==> src/rtl/alu_result_buffer_if.sv <==
// Producer/consumer bundle of the ALU result buffer: ALU result strobe in, show-ahead head and status out.
interface alu_result_buffer_if #(
  parameter int unsigned DATA_WIDTH = 32,
  parameter int unsigned DEPTH      = 8,
  parameter int unsigned CNT_WIDTH  = 16
);
  logic [DATA_WIDTH-1:0]    i_data;
  logic                     i_overflow;
  logic                     i_valid;
  logic                     i_clr;
  logic                     i_ready;
  logic [DATA_WIDTH-1:0]    o_data;
  logic                     o_overflow;
  logic                     o_valid;
  logic                     o_full;
  logic                     o_empty;
  logic [$clog2(DEPTH):0]   o_count;
  logic                     o_drop;
  logic [CNT_WIDTH-1:0]     o_ovf_count;

  modport slave (
    input  i_data, i_overflow, i_valid, i_clr, i_ready,
    output o_data, o_overflow, o_valid, o_full, o_empty, o_count, o_drop, o_ovf_count
  );

  modport master (
    output i_data, i_overflow, i_valid, i_clr, i_ready,
    input  o_data, o_overflow, o_valid, o_full, o_empty, o_count, o_drop, o_ovf_count
  );
endinterface

==> src/rtl/alu_result_buffer.sv <==
// Show-ahead capture FIFO behind the ALU: absorbs every result, drops on full, tracks
// occupancy, a sticky drop flag and a saturating count of accepted overflow results.
module alu_result_buffer #(
  parameter int unsigned DATA_WIDTH = 32,
  parameter int unsigned DEPTH      = 8,
  parameter int unsigned CNT_WIDTH  = 16
) (
  input  logic                 i_clk,
  input  logic                 i_rst_n,
  alu_result_buffer_if.slave   bus
);
  localparam int unsigned AW = $clog2(DEPTH);
  localparam int unsigned CW = AW + 1;

  typedef struct packed {
    logic                  overflow;
    logic [DATA_WIDTH-1:0] data;
  } entry_t;

  entry_t               mem [DEPTH];
  logic [AW-1:0]        rd_ptr;
  logic [AW-1:0]        wr_ptr;
  logic [CW-1:0]        count;
  logic                 drop_q;
  logic [CNT_WIDTH-1:0] ovf_cnt;

  logic   full_c;
  logic   empty_c;
  logic   pop_c;
  logic   push_c;
  logic   drop_c;
  entry_t head_c;

  assign full_c  = (count == CW'(DEPTH));
  assign empty_c = (count == '0);

  // Clear wins over everything; a full buffer still accepts when the head leaves this cycle.
  assign pop_c  = !empty_c && bus.i_ready && !bus.i_clr;
  assign push_c = bus.i_valid && !bus.i_clr && (!full_c || pop_c);
  assign drop_c = bus.i_valid && !bus.i_clr && full_c && !pop_c;

  // Storage is never reset; emptiness gates what reaches the outputs.
  always_ff @(posedge i_clk) begin
    if (push_c) begin
      mem[wr_ptr] <= '{overflow: bus.i_overflow, data: bus.i_data};
    end
  end

  always_ff @(posedge i_clk or negedge i_rst_n) begin
    if (!i_rst_n) begin
      rd_ptr  <= '0;
      wr_ptr  <= '0;
      count   <= '0;
      drop_q  <= 1'b0;
      ovf_cnt <= '0;
    end else if (bus.i_clr) begin
      rd_ptr  <= '0;
      wr_ptr  <= '0;
      count   <= '0;
      drop_q  <= 1'b0;
      ovf_cnt <= '0;
    end else begin
      if (push_c) begin
        wr_ptr <= wr_ptr + AW'(1);
      end
      if (pop_c) begin
        rd_ptr <= rd_ptr + AW'(1);
      end
      if (push_c && !pop_c) begin
        count <= count + CW'(1);
      end else if (pop_c && !push_c) begin
        count <= count - CW'(1);
      end
      if (drop_c) begin
        drop_q <= 1'b1;
      end
      if (push_c && bus.i_overflow && (ovf_cnt != '1)) begin
        ovf_cnt <= ovf_cnt + CNT_WIDTH'(1);
      end
    end
  end

  assign head_c = mem[rd_ptr];

  assign bus.o_data      = empty_c ? '0 : head_c.data;
  assign bus.o_overflow  = empty_c ? 1'b0 : head_c.overflow;
  assign bus.o_valid     = !empty_c;
  assign bus.o_empty     = empty_c;
  assign bus.o_full      = full_c;
  assign bus.o_count     = count;
  assign bus.o_drop      = drop_q;
  assign bus.o_ovf_count = ovf_cnt;
endmodule

==> src/flat_wrapper.sv <==
// flat-port wrapper written by rule: the top's interface ports become plain ports
module alu_result_buffer_flat 
#(
  parameter int unsigned DATA_WIDTH = 32,
  parameter int unsigned DEPTH      = 8,
  parameter int unsigned CNT_WIDTH  = 16
)
  (i_clk, i_rst_n, bus_i_data, bus_i_overflow, bus_i_valid, bus_i_clr, bus_i_ready, bus_o_data, bus_o_overflow, bus_o_valid, bus_o_full, bus_o_empty, bus_o_count, bus_o_drop, bus_o_ovf_count);
  alu_result_buffer_if #(.DATA_WIDTH(DATA_WIDTH), .DEPTH(DEPTH), .CNT_WIDTH(CNT_WIDTH)) bus_i ();
  input  logic i_clk;
  input  logic i_rst_n;
  input wire logic [$bits(bus_i.i_data)-1:0] bus_i_data;
  input wire logic [$bits(bus_i.i_overflow)-1:0] bus_i_overflow;
  input wire logic [$bits(bus_i.i_valid)-1:0] bus_i_valid;
  input wire logic [$bits(bus_i.i_clr)-1:0] bus_i_clr;
  input wire logic [$bits(bus_i.i_ready)-1:0] bus_i_ready;
  output wire logic [$bits(bus_i.o_data)-1:0] bus_o_data;
  output wire logic [$bits(bus_i.o_overflow)-1:0] bus_o_overflow;
  output wire logic [$bits(bus_i.o_valid)-1:0] bus_o_valid;
  output wire logic [$bits(bus_i.o_full)-1:0] bus_o_full;
  output wire logic [$bits(bus_i.o_empty)-1:0] bus_o_empty;
  output wire logic [$bits(bus_i.o_count)-1:0] bus_o_count;
  output wire logic [$bits(bus_i.o_drop)-1:0] bus_o_drop;
  output wire logic [$bits(bus_i.o_ovf_count)-1:0] bus_o_ovf_count;
  assign bus_i.i_data = bus_i_data;
  assign bus_i.i_overflow = bus_i_overflow;
  assign bus_i.i_valid = bus_i_valid;
  assign bus_i.i_clr = bus_i_clr;
  assign bus_i.i_ready = bus_i_ready;
  assign bus_o_data = bus_i.o_data;
  assign bus_o_overflow = bus_i.o_overflow;
  assign bus_o_valid = bus_i.o_valid;
  assign bus_o_full = bus_i.o_full;
  assign bus_o_empty = bus_i.o_empty;
  assign bus_o_count = bus_i.o_count;
  assign bus_o_drop = bus_i.o_drop;
  assign bus_o_ovf_count = bus_i.o_ovf_count;
  alu_result_buffer #(.DATA_WIDTH(DATA_WIDTH), .DEPTH(DEPTH), .CNT_WIDTH(CNT_WIDTH)) u_core (.i_clk(i_clk), .i_rst_n(i_rst_n), .bus(bus_i));
endmodule
==> config.mk <==
export PLATFORM = sky130hd
export DESIGN_NAME = alu_result_buffer_flat
export DESIGN_NICKNAME = d
export VERILOG_FILES = /design/src/rtl/alu_result_buffer_if.sv /design/src/rtl/alu_result_buffer.sv /design/src/flat_wrapper.sv
export SDC_FILE = /design/constraint.sdc
export NUM_CORES = 1
export LEC_CHECK = 0
export CAP_MARGIN = 15
export CORE_MARGIN = 4
export CORE_UTILIZATION = 35
export CTS_CLUSTER_DIAMETER = 60
export DETAILED_ROUTE_END_ITERATION = 12
export PLACE_DENSITY = 0.54
export SLEW_MARGIN = 25
export SYNTH_ARGS = -nofsm -noshare
export SYNTH_HDL_FRONTEND = slang
export SYNTH_SLANG_ARGS = --single-unit
export TNS_END_PERCENT = 30
==> constraint.sdc <==
create_clock -name i_clk -period 7.15 [get_ports i_clk]
set_clock_uncertainty 0.05 [all_clocks]
set_input_delay 1.7875 -clock i_clk [delete_from_list [all_inputs] [get_ports i_clk]]
set_output_delay 1.7875 -clock i_clk [all_outputs]
set_load 0.02 [all_outputs]
==> flow_summary.json, run 1 <==
{
  "status": "finished clean",
  "grt_first_pass_wirelength_um": 37900,
  "seq_area_frac_synth_pct": 73.6,
  "worstSkewPairLatency_ns": 0.56,
  "synth.lib_cells_used.distinct": 52,
  "post_cts.resized_instances": 0,
  "drc_errors": 0,
  "synthCells": 597,
  "routed_wire_length_per_instance_um": 20.6,
  "cts_made_buffers": 31,
  "syn_nets": 641,
  "cp_data_arrival_time_ns": 3.36,
  "route.vias.total": 5832,
  "drt_pre_antenna_iters": 4,
  "layout.filler_cells": 2876,
  "synth_xor_area_share_pct": 0.974,
  "endpoint_of_the_most_critical_register_to_register_path": "u_core.bus.o_count[3]$_DFFE_PN0P_",
  "global_route.overflow_total": 0,
  "floorplan.rows": 66,
  "start_util_pct": 35.7,
  "synth_compound_gate_area_share_pct": 1.61,
  "min_path_cells": 2,
  "crit_chain": "buf_4, mux4_2, mux2i_1, nor2_1, clkdlybuf4s50_1",
  "cts_num_sinks": 291,
  "critPathMaxStageDelay_ns": 0.94,
  "vias_in_the_first_global_route": 6345,
  "timing.hold.worst.start": "u_core.bus.o_drop$_DFFE_PN0P_",
  "finalSetupTns_ns": 0,
  "layout.nets": 760,
  "cts.htree.levels": 1,
  "synth_fa_ha_area_share_pct": 0.706,
  "criticalPathCategory": "reg2out",
  "detail_route.iter0.violations": 228,
  "synthesis.yosys.warnings": 0,
  "cts_buffer_depth": 3,
  "share_of_synthesized_cell_area_in_and_or_nand_and_nor_gates_pct": 5.12,
  "dieHeight_um": 191,
  "final.hold.worst_slack_ns": 0.462,
  "syn-cell-area_mm2": 0.0117,
  "cts_tree": "yes",
  "fmaxAchievable_mhz": 192,
  "floorplan.core_area_mm2": 0.0327,
  "layout_min_cycle_time_ns": 5.19,
  "ir_worst_vdd_uv": 176,
  "number_of_synthesized_flops_with_an_enable_pin": 264,
  "most_instantiated_flip_flop_cell_in_the_synthesis_netlist": "sky130_fd_sc_hd__edfxtp_1",
  "top_level_ports": 95,
  "holdPathEnd": "u_core.bus.o_drop$_DFFE_PN0P_",
  "vias_per_cell": 4.93,
  "slew-limit-headroom_pct": 46.9,
  "grt_util_all_layers_pct": 13.5,
  "ratio_of_final_minimum_period_to_clock_period_pct": 72.7,
  "worst-r2r-setup-slack_ns": 4.54,
  "worstPathMaxFanout": 40,
  "clk_root_buffer_cell": "sky130_fd_sc_hd__clkbuf_16",
  "timing.final.max_slew_violations": 0,
  "drive_above_1_share_pct": 21.4,
  "utilization_pct": 43.4,
  "area_of_the_die_mm2": 0.0364,
  "die_x_um": 191,
  "setup_viol": 0,
  "largest_family_of_logic_cells_by_synthesized_area": "multiplexers",
  "routabilityCongestion": 0.729,
  "finalHoldViolations": 0,
  "final-instance-count-excl-fill": 1183,
  "drt_wl_total_um": 24400,
  "end_kind": "output port",
  "worstReg2RegStart": "u_core.bus.o_count[0]$_DFFE_PN0P_",
  "holdBufCountCts": 0,
  "r2r.worst_path.cells": 9,
  "hold_path.class": "reg2reg",
  "grt_setup_unrepaired": "false",
  "grt_start_max_net_pins": 41,
  "cap_viol_max_count": 0,
  "antenna_found_initial": 1,
  "synthesis.area_per_instance_um2": 19.6,
  "setup_repair_bufs_after_cts": 0,
  "leakagePower_uw": 0.00455,
  "pin_slew_with_the_least_headroom_to_its_limit_ns": 0.796,
  "area_growth_pct": 21.3,
  "placement.io_buffers": 94,
  "clk_pin_slew_worst_paths_ns": 0.06,
  "cell_count_after_placement": 1125,
  "critPathLaunchType": "flop",
  "power_dens_cells_mw_per_mm2": 322,
  "synth.ff_latch_count": 291,
  "post-dp-hpwl_um": 14400,
  "worstPathRequired_ns": 5.31,
  "async_reset_ff_share_pct": 9.28,
  "antenna_violating_nets_post_route": 0,
  "crit_path_top_delay_cell": "sky130_fd_sc_hd__dfrtp_4",
  "yosys-mux-area-fraction_pct": 16.5
}
==> through the flow <==
| step | power (uW) | area [um2] | setup WS (ns) |
|---|---|---|---|
| 6_report | 4570 | 14200 | 1.96 |
| 2_1_floorplan | 2720 | 11700 | 0.687 |
| 3_5_place_dp | 3170 | 13200 | 2.21 |
| 5_1_grt | 4800 | 14200 | 1.67 |
| 3_3_place_gp | 3160 | 13200 | 2.31 |
| 4_1_cts | 4650 | 14200 | 1.82 |
==> area by class of cell <==
class / instances / area, um2 / area share (%)
Antenna cell: 1 / 2.50 / 0.0176
Timing Repair Buffer: 115 / 1100 / 7.75
Clock buffer: 40 / 810 / 5.71
Multi-Input combinational cell: 270 / 2950 / 20.8
Inverter: 7 / 26.3 / 0.185
Sequential cell: 291 / 8610 / 60.7
Tap cell: 442 / 553 / 3.90
Clock inverter: 17 / 128 / 0.900
==> worst max-delay path, delay by kind of cell, from the launching register on <==
kind	cells	cell delay, ns
multiplexers	2	0.73
AND/OR/NAND/NOR	1	0.07
flip-flops	1	0.94
buffers and inverters	2	1.03
==> logic make-up after synthesis <==
group | Yosys count
buffers and inverters | 36
flip-flops | 291
AND/OR/NAND/NOR | 117
multiplexers | 109
adder cells (fa/ha/maj) | 6
XOR/XNOR | 13
AO/OA/AOI/OAI | 25
==> metal layers <==
layer  part of all wire, %  wire (um)  vias to the layer above  global-route usage [%]
li1                      -          -                     2634                       -
met1                    43      10500                     3024                    18.1
met2                    49      12100                      135                    22.7
met3                   5.8       1410                       37                    3.02
met4                   1.9        454                        2                    3.04
met5                 0.053         13                        -                       0
==> registers in the layout, indices dropped and copies added (netlist names) <==
signal / cells
u_core.mem: 264
u_core.bus.o_ovf_count: 16
u_core.bus.o_count: 4
u_core.rd_ptr: 3
u_core.wr_ptr: 3
u_core.bus.o_drop: 1
==> cell usage in the layout, fill, tap and decap left out, drive strengths merged, types with 3 or more instances in the layout <==
master / instances
nor2: 57
mux2: 5
nand2: 14
nand3: 12
clkbuf: 40
or3: 3
clkinv: 14
a21oi: 10
buf: 21
and4: 4
o21ai: 3
inv: 8
mux2i: 38
mux4: 66
dfrtp: 27
nand2b: 4
clkdlybuf4s50: 94
edfxtp: 264
xor2: 11
nor2b: 4
nor3: 5
nand4: 5
ha: 5
==> Yosys cell counts (6+ instances only) <==
library cell	instances	area share, %
sky130_fd_sc_hd__edfxtp_1	264	68
sky130_fd_sc_hd__mux4_2	66	13
sky130_fd_sc_hd__nor2_1	57	1.8
sky130_fd_sc_hd__mux2i_1	38	3.3
sky130_fd_sc_hd__dfrtp_1	27	5.8
sky130_fd_sc_hd__nand2_1	14	0.45
sky130_fd_sc_hd__clkbuf_1	11	0.35
sky130_fd_sc_hd__nand3_1	11	0.47
sky130_fd_sc_hd__xor2_1	11	0.82
sky130_fd_sc_hd__buf_2	10	0.43
sky130_fd_sc_hd__a21oi_1	9	0.39
sky130_fd_sc_hd__inv_1	6	0.19
==> how the worst max path moves through the flow <==
stage,from,to,slack (ns),depth (start not counted)
floorplan,bus_i_valid,u_core.mem[4][0]$_DFFE_PP_,0.69,4
global placement,bus_i_clr,u_core.mem[7][20]$_DFFE_PP_,2.31,7
detailed placement,bus_i_clr,u_core.mem[7][17]$_DFFE_PP_,2.21,7
CTS,u_core.rd_ptr[0]$_DFFE_PN0P_,bus_o_data[13],1.82,5
global route,u_core.rd_ptr[0]$_DFFE_PN0P_,bus_o_data[11],1.67,5
finish,u_core.rd_ptr[0]$_DFFE_PN0P_,bus_o_data[13],1.96,5
==> power breakdown <==
part           switching [uW]  internal [uW]
clock                     630            837
combinational             545            547
sequential               99.7           1910
Power figures use the tool's default switching activity.
==> run 2: changes to the inputs <==
==> constraint.sdc (replaced) <==
create_clock -name i_clk -period 5.1 [get_ports i_clk]
set_clock_uncertainty 0.05 [all_clocks]
set_input_delay 1.275 -clock i_clk [delete_from_list [all_inputs] [get_ports i_clk]]
set_output_delay 1.275 -clock i_clk [all_outputs]
set_load 0.02 [all_outputs]
==> run 2 against run 1 <==
Against the previous run:
- final area increased by 0.98%
- count of clock-buffer cells in the layout fell by 6
- die area did not move
- routed wire length increased by 2.9%
- worst setup slack worse by 1.4 ns
- critical path type unchanged
- combinational power grew 41%
- clock power up 54%
- cell count unchanged
- largest cell class unchanged
- total power up 45%
==> flow_summary.json, run 2 (synthesis gave the netlist of run 1 again) <==
{
  "finalSetupTns_ns": 0,
  "grt_first_pass_wirelength_um": 39200,
  "hold_path.class": "reg2reg",
  "cap_viol_max_count": 0,
  "crit_path_top_delay_cell": "sky130_fd_sc_hd__dfrtp_4",
  "holdBufCountCts": 0,
  "finalHoldViolations": 0,
  "area_of_the_die_mm2": 0.0364,
  "drt_wl_total_um": 25100,
  "post_cts.resized_instances": 0,
  "routabilityCongestion": 0.757,
  "critPathMaxStageDelay_ns": 0.81,
  "criticalPathCategory": "reg2out",
  "layout.filler_cells": 2877,
  "start_util_pct": 35.7,
  "die_x_um": 191,
  "slew-limit-headroom_pct": 31.5,
  "cts_num_sinks": 291,
  "grt_util_all_layers_pct": 14.0,
  "top_level_ports": 95,
  "ratio_of_final_minimum_period_to_clock_period_pct": 88.3,
  "drc_errors": 0,
  "cts_buffer_depth": 3,
  "grt_start_max_net_pins": 62,
  "worstPathRequired_ns": 3.77,
  "post-dp-hpwl_um": 14700,
  "critPathTopFamily": "buffers and inverters",
  "dieHeight_um": 191,
  "detail_route.iter0.violations": 395,
  "worstSkewPairLatency_ns": 0.55,
  "cts.htree.levels": 1,
  "num_antenna_cells": 0,
  "grt_setup_unrepaired": "false",
  "ir_worst_vdd_uv": 286,
  "drt_pre_antenna_iters": 4,
  "largest_register_ffs": 264,
  "placement.io_buffers": 94,
  "status": "finished clean",
  "cts_made_buffers": 30,
  "clk_root_buffer_cell": "sky130_fd_sc_hd__clkbuf_16",
  "setup_repair_bufs_after_cts": 0,
  "floorplan.core_area_mm2": 0.0327,
  "global_route.overflow_total": 0,
  "final.hold.worst_slack_ns": 0.446,
  "cts_tree": "yes",
  "worstPathMaxFanout": 28,
  "largest_register": "u_core.mem",
  "drive_above_1_share_pct": 21.7,
  "antenna_found_initial": 1,
  "vias_per_cell": 5.02,
  "layout_commonest_cell": "sky130_fd_sc_hd__edfxtp_1",
  "clk_pin_slew_worst_paths_ns": 0.06,
  "top_library_cells_by_usage_in_the_layout_fill_and_taps_aside": "264 x sky130_fd_sc_hd__edfxtp_1, 94 x sky130_fd_sc_hd__clkdlybuf4s50_1, 66 x sky130_fd_sc_hd__mux4_2, 56 x sky130_fd_sc_hd__nor2_1, 38 x sky130_fd_sc_hd__mux2i_1",
  "setup_viol": 0,
  "layout_min_cycle_time_ns": 4.50,
  "pin_slew_with_the_least_headroom_to_its_limit_ns": 1.03,
  "crit_chain": "buf_4, mux4_2, mux2i_1, nor2_1, clkdlybuf4s50_1",
  "critPathLaunchType": "flop",
  "area_growth_pct": 22.5,
  "cp_data_arrival_time_ns": 3.18,
  "floorplan.rows": 66,
  "cp.buffers_inverters": 2,
  "layout.nets": 761,
  "timing.final.max_slew_violations": 0,
  "route.vias.total": 5937,
  "fmaxAchievable_mhz": 222,
  "antenna_violating_nets_post_route": 0,
  "leakagePower_uw": 0.00459,
  "power_dens_cells_mw_per_mm2": 463,
  "vias_in_the_first_global_route": 6484,
  "routed_wire_length_per_instance_um": 21.3,
  "end_kind": "output port"
}
-- run 2: changes by cell type in the layout (fill, tap and decap cells not counted), sizes merged --
cell / change
buf: +2
clkbuf: -6
clkinv: -1
inv: -2
clkinvlp: +3
diode: -1
bufinv: +5
-- run 2: area by class of cell --
type	count	area, um2	share of cell area (%)
tap	442	553	3.86
sequential	291	8610	60.2
multi-input combinational	270	2960	20.7
clock buffer	34	766	5.35
clock inverter	22	274	1.91
timing repair buffer	117	1130	7.87
inverter	7	26.3	0.184
-- run 2: final timing paths --
kind / startpoint / to / slack (ns) / cells past startpoint
max in group asynchronous: i_rst_n / u_core.rd_ptr[0]$_DFFE_PN0P_ / 3.64 / 2
hold / removal: u_core.bus.o_drop$_DFFE_PN0P_ / u_core.bus.o_drop$_DFFE_PN0P_ / 0.45 / 2
setup / recovery: u_core.rd_ptr[0]$_DFFE_PN0P_ / bus_o_data[31] / 0.60 / 5
setup reg to reg: u_core.bus.o_count[0]$_DFFE_PN0P_ / u_core.bus.o_count[3]$_DFFE_PN0P_ / 2.52 / 9
hold reg to reg: u_core.bus.o_drop$_DFFE_PN0P_ / u_core.bus.o_drop$_DFFE_PN0P_ / 0.45 / 2
min in group asynchronous: i_rst_n / u_core.bus.o_count[3]$_DFFE_PN0P_ / 1.06 / 2
-- run 2: worst reg2reg max path: cells and delay by family, from the launching register on --
kind                       cells  cell delay (ns)
and+or+nand+nor                4             0.71
AOI/OAI and AO/OA              3             0.52
DFF                            1             0.48
muxes                          1             0.37
adders and majority gates      1             0.31
-- run 2: per-layer routing --
layer,wire (um),global-route usage (%),vias to the layer above
li1,-,-,2637
met1,10900,18.9,3123
met2,12400,23.4,135
met3,1290,3.04,40
met4,537,3.07,2
met5,7,0,-
-- run 2: where the power goes --
part,switching (uW),leakage [uW],internal [uW]
combinational,761,0.00135,779
sequential,150,0.00275,2680
clock,884,0.000496,1380
-- run 2: stage by stage --
stage	worst slack [ns]	util, %	total power [uW]	std cells	instance area (um2)
finish	0.598	43.8	6630	1183	14300
global route	0.379	43.8	6950	1183	14300
CTS	0.470	43.8	6740	1183	14300
detailed placement	1.07	40.6	4460	1127	13300
global placement	1.05	40.6	4430	1127	13300
floorplan	-0.840	-	3810	597	11700
